`src/rtl/key_dir_filter.sv`:
```
// key_dir_filter: per-frame keycode debounce with hold qualification, reversal reject and post-commit cooldown.
// Define KEY_STICKY_EN to keep the last committed direction when all keys are released.
module key_dir_filter #(
    parameter int          HOLD_FRAMES = 2,
    parameter int          COOLDOWN    = 4,
    parameter logic [15:0] KEY_UP      = 16'h001A,
    parameter logic [15:0] KEY_DOWN    = 16'h0016,
    parameter logic [15:0] KEY_LEFT    = 16'h0004,
    parameter logic [15:0] KEY_RIGHT   = 16'h0007
) (
    input  logic        frame_clk,
    input  logic        Reset,
    input  logic [15:0] keycode_raw,
    output logic [15:0] key,
    output logic [1:0]  dir,
    output logic        dir_valid,
    output logic        changed,
    output logic        reject
);
    typedef enum logic [1:0] {IDLE, ACTIVE, COOL} state_t;
    state_t      state_q, state_d;
    logic [15:0] k1_q, k2_q, key_q, key_d, cand_key;
    logic [2:0]  cand_q, cand_d, cls;
    logic [3:0]  cnt_q, cnt_d, cd_q, cd_d;
    logic [1:0]  dir_q, dir_d;
    logic        valid_q, valid_d, changed_q, reject_q, reject_d;
    logic        qual, qual_evt, is_dir, same, opp, commit, release_evt;
    // Class encoding: bit 2 marks a direction, bits 1:0 are the dir code, 3'b000 is NONE.
    always_comb begin
        cls = (k2_q == KEY_UP)    ? 3'b100 :
              (k2_q == KEY_DOWN)  ? 3'b101 :
              (k2_q == KEY_LEFT)  ? 3'b110 :
              (k2_q == KEY_RIGHT) ? 3'b111 : 3'b000;
        cand_d   = cls;
        cnt_d    = 4'd1;
        if (cls == cand_q) begin
            cand_d = cand_q;
            cnt_d  = (cnt_q == 4'd15) ? 4'd15 : cnt_q + 4'd1;
        end
        cand_key = cand_q[1] ? (cand_q[0] ? KEY_RIGHT : KEY_LEFT) : (cand_q[0] ? KEY_DOWN : KEY_UP);
    end
    assign qual     = cnt_q >= 4'(HOLD_FRAMES);
    assign qual_evt = cnt_q == 4'(HOLD_FRAMES);
    assign is_dir   = cand_q[2];
    assign same     = cand_q[1:0] == dir_q;
    assign opp      = cand_q[1:0] == (dir_q ^ 2'b01);
    assign commit   = qual && is_dir && (state_q == IDLE || (state_q == ACTIVE && !same && !opp));
    assign reject_d = state_q != IDLE && qual_evt && is_dir && opp;
`ifdef KEY_STICKY_EN
    assign release_evt = 1'b0;
`else
    assign release_evt = state_q == ACTIVE && qual && !is_dir;
`endif
    always_comb begin
        state_d = state_q;
        key_d   = key_q;
        dir_d   = dir_q;
        valid_d = valid_q;
        cd_d    = cd_q;
        if (state_q == COOL) begin
            cd_d = cd_q - 4'd1;
            if (cd_q == 4'd1) state_d = ACTIVE;
        end
        if (commit) begin
            key_d   = cand_key;
            dir_d   = cand_q[1:0];
            valid_d = 1'b1;
            cd_d    = 4'(COOLDOWN);
            state_d = (COOLDOWN == 0) ? ACTIVE : COOL;
        end else if (release_evt) begin
            key_d   = 16'h0000;
            valid_d = 1'b0;
            state_d = IDLE;
        end
    end
    always_ff @(posedge frame_clk or posedge Reset) begin
        if (Reset) begin
            state_q   <= IDLE;
            k1_q      <= '0;
            k2_q      <= '0;
            cand_q    <= '0;
            cnt_q     <= '0;
            cd_q      <= '0;
            key_q     <= '0;
            dir_q     <= '0;
            valid_q   <= 1'b0;
            changed_q <= 1'b0;
            reject_q  <= 1'b0;
        end else begin
            state_q   <= state_d;
            k1_q      <= keycode_raw;
            k2_q      <= k1_q;
            cand_q    <= cand_d;
            cnt_q     <= cnt_d;
            cd_q      <= cd_d;
            key_q     <= key_d;
            dir_q     <= dir_d;
            valid_q   <= valid_d;
            changed_q <= commit;
            reject_q  <= reject_d;
        end
    end
    assign key       = key_q;
    assign dir       = dir_q;
    assign dir_valid = valid_q;
    assign changed   = changed_q;
    assign reject    = reject_q;
endmodule

```
`config.mk`:
```
export PLATFORM = sky130hd
export DESIGN_NAME = key_dir_filter
export DESIGN_NICKNAME = d
export VERILOG_FILES = /design/src/rtl/key_dir_filter.sv
export SDC_FILE = /design/constraint.sdc
export NUM_CORES = 1
export LEC_CHECK = 0
export ABC_AREA = 0
export CAP_MARGIN = 20
export CORE_MARGIN = 2
export CORE_UTILIZATION = 53
export CTS_BUF_LIST = sky130_fd_sc_hd__clkbuf_8
export DETAILED_ROUTE_END_ITERATION = 8
export HOLD_SLACK_MARGIN = 0.06
export PLACE_DENSITY = 0.79
export SYNTH_ARGS = -nofsm -noshare
export SYNTH_HDL_FRONTEND = slang
export SYNTH_SLANG_ARGS = --single-unit
```
`constraint.sdc`:
```
create_clock -name frame_clk -period 2.5 [get_ports frame_clk]
set_clock_uncertainty 0.15 [all_clocks]
set_input_delay 0.75 -clock frame_clk [delete_from_list [all_inputs] [get_ports frame_clk]]
set_output_delay 0.75 -clock frame_clk [all_outputs]
set_load 0.005 [all_outputs]
```
* Word-level counts from Yosys, hierarchy flattened
Index checks and enable logic that the tools add are counted.
** Word-level totals
- Register bits after elaboration :: 66
- Output and inout port bits :: 21
- Input port bits :: 18
- Word-level logic and storage cells :: 66
** Operators by class
- Order comparisons :: 1
- Reduce and logical (&&, ||, !) cells :: 20
- Equality and inequality tests :: 12
- Bitwise operators :: 1
- Add/subtract/negate cells :: 2
- Muxes and demuxes :: 19
** Operators with widths (number)
- $eq 16x3->1 const B :: 2
- $eq 16x5->1 const B :: 2
- $mux 16 :: 2
- $mux 4 :: 5
- $mux 3 :: 4
- $mux 2 :: 5
- $logic_and 1x1->1 :: 9
- $reduce_bool 2->1 :: 3
- $reduce_bool 3->1 :: 2
- $mux 5 :: 1
- $add 4x1->4 const B :: 1
- $eq 2x2->1 :: 2
- $eq 4x1->1 const B :: 1
- $eq 4x2->1 const B :: 1
- $eq 4x4->1 const B :: 1
- $ge 4x2->1 const B :: 1
- $sub 4x1->4 const B :: 1
- $eq 3x3->1 :: 1
- $logic_not 1->1 :: 3
- $eq 2x1->1 const B :: 1
- $eq 2x2->1 const B :: 1
- $logic_not 2->1 :: 1
- $mux 1 :: 2
- $reduce_and 2->1 :: 1
- 2 further kinds :: 2

* Logic depth before layout (Yosys ltp)
Gate-level depths: netlist of run 1.
- Depth after elaboration :: 8
- Gate-level depth with buffers :: 8

* Worst setup path after synthesis of run 1
Ideal clock, no wire load.
- Path type :: register to register
- Start point :: register k2_q[15]
- End point :: register cnt_q[0]
- Buffers on the path :: 0
- Path slack :: 486 ps
- Library setup time :: 124 ps
- Arrival :: 1740 ps
- Required time :: 2226 ps
- Cell stages (with the launch flop) :: 6
- Clock period less this slack :: 2014 ps
- Path through :: dfrtp_1 -> nor4_2 -> nand3_1 -> o21a_1 -> or4_4 -> a211o_1
** On the way
- Word-level cells in the longest chain between the ends :: 7
** RTL lines
- from (decl) :: line 22 : logic [15:0] k1_q, k2_q, key_q, key_d, cand_key;
- from (signal assigned) :: line 92 : k2_q <= k1_q;
- $eq 16x3->1 :: line 33 : (k2_q == KEY_RIGHT) ? 3'b111 : 3'b000;
- $mux 3 :: line 33
- $mux 3 :: line 32 : (k2_q == KEY_LEFT) ? 3'b110 :
- $mux 3 :: line 31 : (k2_q == KEY_DOWN) ? 3'b101 :
- $mux 3 * :: line 30 : cls = (k2_q == KEY_UP) ? 3'b100 :
- $eq 3x3->1 * :: line 36 : if (cls == cand_q) begin
- $mux 4 * :: line 36
- via cnt_d[0] :: line 24 : logic [3:0] cnt_q, cnt_d, cd_q, cd_d;
- to (signal assigned) :: line 94 : cnt_q <= cnt_d;
- to (decl) :: line 24
The timed path passes the listed nets; every way through them passes the cells marked *.
A chain may end at the register's enable or synchronous reset.

* Final worst setup path of run 1
- Start point :: register k2_q[6]
- End point :: register cnt_q[0]
Same word-level chain as after synthesis.

==> results.ini, run 1 <==
[clock_network]
path_clk_slew_ns=0.09
clock_path_buffers=2
postCtsHoldBufs=0
cts_htree_levels=2
clock-sinks=55
cts_made_buffers=5
cts.repair.resized=0
cts_tree=yes
clk_latency_ns=0.31
cts_root_buffer=clkbuf_8
post_cts_buffers=0

[synth]
synthCells=157
async_flop_share_pct=100
synthTopCellsByArea=dfrtp_1 (69%), buf_4 (4.1%), nand2_1 (3.0%)
ys_ff_latch=55
synth.most_common_cell=dfrtp_1
yosys.area.top_type=dfrtp_1
synth-main-ff-cell=dfrtp_1
synth_cell_types=31
syn_area_sq_um=2010
synth_top_cells_by_count=dfrtp_1 (55), nand2_1 (16), buf_4 (11), nand3_1 (10), nor2_1 (9)
syn_avg_cell_area_sq_um=12.8
yosysTopAreaCellShare_pct=68.5
yosysWarningCount=0
synth_edf_count=0
ys_seq_area_share_pct=68.5

[pwr]
p_leak_nw=1.09
cellPowerDensity_nw_per_um2=704
vdd.ir_drop.worst_mv=0.466

[place]
port_buffers=27
dp_slack_ns=0.354
hpwl_um=2150
gp_congestion=0.772

[route]
drtIter0Drc=78
final_antenna_net_count=0
vias_per_cell=4.94
wl_met3_um=166
drc=0
top_layer=met4
m1WireLength_um=1230
met2_length_um=1530
first_pass_iters=6
wl_per_cell_um=12.5
vias=1181
drt_wl_total_um=2990

[run]
maxCapViolCount=0

[sta]
drv_slew=0
finalHoldViolCount=0
fin_crit_ns=2.16
setup_viol=0
finalWorstSetupSlack_ns=0.337
timing.final.crit_share_pct=86.5
fmaxAchievable_mhz=462
tns_ns=0
rsz0062_at_grt=no

[die]
die_h_um=65.6
start_util_pct=54.9
ioPinCount=39
coreArea_sq_um=3660
die_w_um=65.6
rows=22
dieArea_sq_um=4300

[critical_path]
crit_type=register to register
cp.arrival_ns=2.21
cp-end-kind=register
worstPathRequired_ns=2.54
cp_max_fo=5
startpoint_type=register

[global_routing]
track_usage_pct=16.5
grt_max_degree=56
grt_pass1_vias=1172
antenna_found_initial=0
grt_pass1_wl_um=5160
grt_overflow_total=0

[cells_and_area]
drive_gt1_share_pct=7.33
syn2layout_area_growth_pct=19.4
nets=212
diodes=0

[run_status]
outcome=complete, no violations

[hold_path]
min_path_type=register to register

## metrics by stage
step / power [W] / hold slack (ns) / utilization [%] / std cells / cell area [sq um]
final: 0.00169 / 0.200 / 65.5 / 239 / 2400
after global routing: 0.00178 / 0.211 / 65.5 / 239 / 2400
after CTS: 0.00171 / 0.203 / 65.5 / 239 / 2400
after detailed placement: 0.00125 / 0.186 / 63.2 / 231 / 2310
after global placement: 0.00123 / 0.184 / 63.2 / 231 / 2310
after floorplan: 0.00119 / 0.181 / - / 167 / 2050
## layer usage
metal  global-route usage, %  vias up
li1                        -      568
met1                    19.0      570
met2                    26.7       35
met3                    7.02        8
met4                    7.81        0
met5                       0        -
## registers in the layout, summed over array words and instances (netlist names)
name / count
dir_valid: 1
dir: 2
changed: 1
cand_q: 3
state_q: 2
reject: 1
cnt_q: 4
cd_q: 4
key: 5
k2_q: 16
k1_q: 16
## worst max-delay path, stage by stage, from the launching register on
cell	delay (ns)
dfrtp_1	0.37
nor4_1	0.29
nand3_1	0.22
o21a_1	0.23
or4_4	0.51
a211o_1	0.28
## cell type report
cell class | count | area [sq um]
Clock buffer | 5 | 68.8
Clock inverter | 3 | 16.3
Fill cell | 300 | 1260
Inverter | 6 | 22.5
Multi-Input combinational cell | 93 | 557
Sequential cell | 55 | 1380
Tap cell | 48 | 60.1
Timing Repair Buffer | 29 | 298
## final timing paths
| path | depth (start not counted) | startpoint | slack [ns] | to |
|---|---|---|---|---|
| worst min-delay path | 0 | k1_q[14]$_DFF_PP0_ | 0.20 | k2_q[14]$_DFF_PP0_ |
| worst min register to register | 0 | k1_q[14]$_DFF_PP0_ | 0.20 | k2_q[14]$_DFF_PP0_ |
| worst max-delay path | 5 | k2_q[6]$_DFF_PP0_ | 0.34 | cnt_q[0]$_DFF_PP0_ |
| min in group asynchronous | 3 | Reset | 0.67 | k1_q[6]$_DFF_PP0_ |
| worst max register to register | 5 | k2_q[6]$_DFF_PP0_ | 0.34 | cnt_q[0]$_DFF_PP0_ |
| max in group asynchronous | 3 | Reset | 1.31 | k2_q[11]$_DFF_PP0_ |
## layout by cell type, fill, tap and decap left out, types with 2 or more instances in the layout
| master | netlist | routed |
|---|---|---|
| dfrtp_1 | 55 | 55 |
| clkdlybuf4s50_1 | 0 | 27 |
| nand2_1 | 16 | 16 |
| conb_1 | 1 | 11 |
| nand3_1 | 10 | 10 |
| nor2_1 | 9 | 9 |
| o21ai_0 | 6 | 6 |
| xor2_1 | 6 | 6 |
| inv_1 | 5 | 5 |
| clkbuf_8 | 0 | 5 |
| nor3_1 | 4 | 4 |
| ha_1 | 4 | 4 |
| xnor2_1 | 3 | 3 |
| a211oi_1 | 3 | 3 |
| a21oi_1 | 2 | 2 |
| nor4_2 | 2 | 2 |
| nand2b_1 | 2 | 2 |
| a31oi_1 | 2 | 2 |
| nand3b_1 | 2 | 2 |
## power breakdown
group | internal (W) | switching (W)
clock | 0.000192 | 0.000265
sequential | 0.000955 | 0.0000509
combinational | 0.000118 | 0.000107
## kinds of logic (layout without fill, tap and decap cells)
| family | after synthesis | after routing | synth area share [%] |
|---|---|---|---|
| and+or+nand+nor | 50 | 50 | 12.7 |
| xor gates and xnor gates | 9 | 9 | 3.93 |
| adders and majority gates | 4 | 4 | 2.49 |
| DFF | 55 | 55 | 68.5 |
| buffers and inverters | 19 | 43 | 5.61 |
| other | 1 | 11 | 0.187 |
| AOI/OAI and AO/OA | 18 | 18 | 6.04 |
| muxes | 1 | 1 | 0.498 |
(Power assumes the default switching activity.)
==> run 2: changes to the inputs <==
- CTS_CLUSTER_DIAMETER: not set -> 150
- SETUP_SLACK_MARGIN: not set -> 0.4
==> run 2 against run 1 <==
Against the previous run:
- sequential power about the same
- wire length increased by 3.5%
- register-to-register slack improved by 0.12 ns
- die area unchanged
- via count increased by 1.5%
- sequential share of layout area decreased by 2.9 points
- utilization increased by 3.5 points
- final cell count increased by 2.5%
==> results.ini, run 2 (synthesis results as in run 1) <==
[hold_path]
min_path_type=register to register

[global_routing]
antenna_found_initial=0
grt_pass1_vias=1271
track_usage_pct=17.0
grt_max_degree=34
grt_pass1_wl_um=5420
grt_overflow_total=0

[place]
dp_cells=231
hpwl_um=2260
gp_congestion=0.761
dp_slack_ns=0.316
port_buffers=27

[critical_path]
reg2reg_slack_ns=0.46
crit_type=register to primary output
slowest_delay_ns=0.50
r2r-end=cnt_q[0]$_DFF_PP0_
crit_chain=clkdlybuf4s50_1
cp_top_family=buffers and inverters
cp_max_fo=2
cp-end-kind=primary output
r2r-start=k2_q[7]$_DFF_PP0_
slowest_stage=clkdlybuf4s50_1
worstPathRequired_ns=1.60
r2r_cells=6
startpoint_type=register
path_buf_inv=1
cp.arrival_ns=1.17
critical_path_depth=1
crit_path_end=dir[0]
critPathLaunch=dir[0]$_DFFE_PP0P_

[clock_network]
cts_tree=yes
cts_made_buffers=5
clk_latency_ns=0.30
clock_path_buffers=2
path_clk_slew_ns=0.10
cts_htree_levels=2
clock-sinks=55
cts_root_buffer=clkbuf_8

[sta]
whs_ns=0.207
finalHoldViolCount=0
fin_crit_ns=2.07
drv_slew=0
rsz0062_at_grt=yes
tns_ns=0
fmaxAchievable_mhz=483
finalWorstSetupSlack_ns=0.430
setup_viol=0
timing.final.crit_share_pct=82.8

[route]
vias_per_cell=4.89
vias=1199
final_antenna_net_count=0
drtIter0Drc=38
first_pass_iters=4
wl_per_cell_um=12.6
drt_wl_total_um=3100
drc=0

[die]
ioPinCount=39
start_util_pct=54.9
die_w_um=65.6
dieArea_sq_um=4300
die_h_um=65.6
coreArea_sq_um=3660
rows=22

[pwr]
cellPowerDensity_nw_per_um2=726
p_int_w=0.00138
vdd.ir_drop.worst_mv=0.505
p_sw_share_pct=24.7
pwr-share-clk_pct=32.7
p_leak_nw=1.26
combPwrFrac_pct=12.4
switchingPower_w=0.000452
pwr-share-seq_pct=55.0

[cells_and_area]
diodes=0
nets=218
utilization_pct=69.0
syn2layout_area_growth_pct=25.7
finalNonFillerCells=245
final_common_cell=dfrtp_1
layout_common_cells=dfrtp_1 (55), clkdlybuf4s50_1 (20), nand2_1 (16)
drive_gt1_share_pct=12.7

[run_status]
outcome=complete, no violations

[run]
maxCapViolCount=0

## run 2: final cells by class
type / instances / area, sq um
clock buffer: 5 / 68.8
clock inverter: 3 / 50.0
fill: 259 / 1140
inverter: 6 / 26.3
multi-input combinational: 93 / 587
sequential: 55 / 1380
tap: 48 / 60.1
timing repair buffer: 35 / 357
## run 2: power groups by stage
stage               registers [W]  clock network [W]  logic (W)
global placement          0.00102                  0   0.000212
floorplan                 0.00101                  0   0.000175
global route              0.00102           0.000656   0.000257
detailed placement        0.00103                  0   0.000228
finish                    0.00101           0.000599   0.000227
CTS                       0.00101           0.000613   0.000230
## run 2: how the worst min path moves through the flow
| stage | from | slack (ns) | cells after the start | end |
|---|---|---|---|---|
| after global routing | k1_q[2]$_DFF_PP0_ | 0.21 | 0 | k2_q[2]$_DFF_PP0_ |
| after detailed placement | k1_q[7]$_DFF_PP0_ | 0.18 | 0 | k2_q[7]$_DFF_PP0_ |
| after floorplan | k1_q[0]$_DFF_PP0_ | 0.18 | 0 | k2_q[0]$_DFF_PP0_ |
| final | k1_q[7]$_DFF_PP0_ | 0.21 | 0 | k2_q[7]$_DFF_PP0_ |
| after CTS | k1_q[7]$_DFF_PP0_ | 0.20 | 0 | k2_q[7]$_DFF_PP0_ |
| after global placement | k1_q[12]$_DFF_PP0_ | 0.18 | 0 | k2_q[12]$_DFF_PP0_ |
## run 2: repair_timing
action / 4_1_cts / 5_1_grt
endpoints found under the setup margin: 7 / 11
setup buffers: 3 / 3
hold buffers: 0 / 0
pin swaps: 4 / 3
resized for setup: 4 / 8
## run 2: metal layers
layer	GRT usage (%)	wire length [um]
met1	20.0	1310
met2	28.6	1590
met3	4.79	120
met4	8.33	78
met5	0	0
## run 2: per-stage QoR
step | power [W] | area, sq um
after floorplan | 0.00119 | 2050
after global placement | 0.00123 | 2320
after detailed placement | 0.00125 | 2320
after CTS | 0.00185 | 2480
after global routing | 0.00193 | 2520
final | 0.00183 | 2520
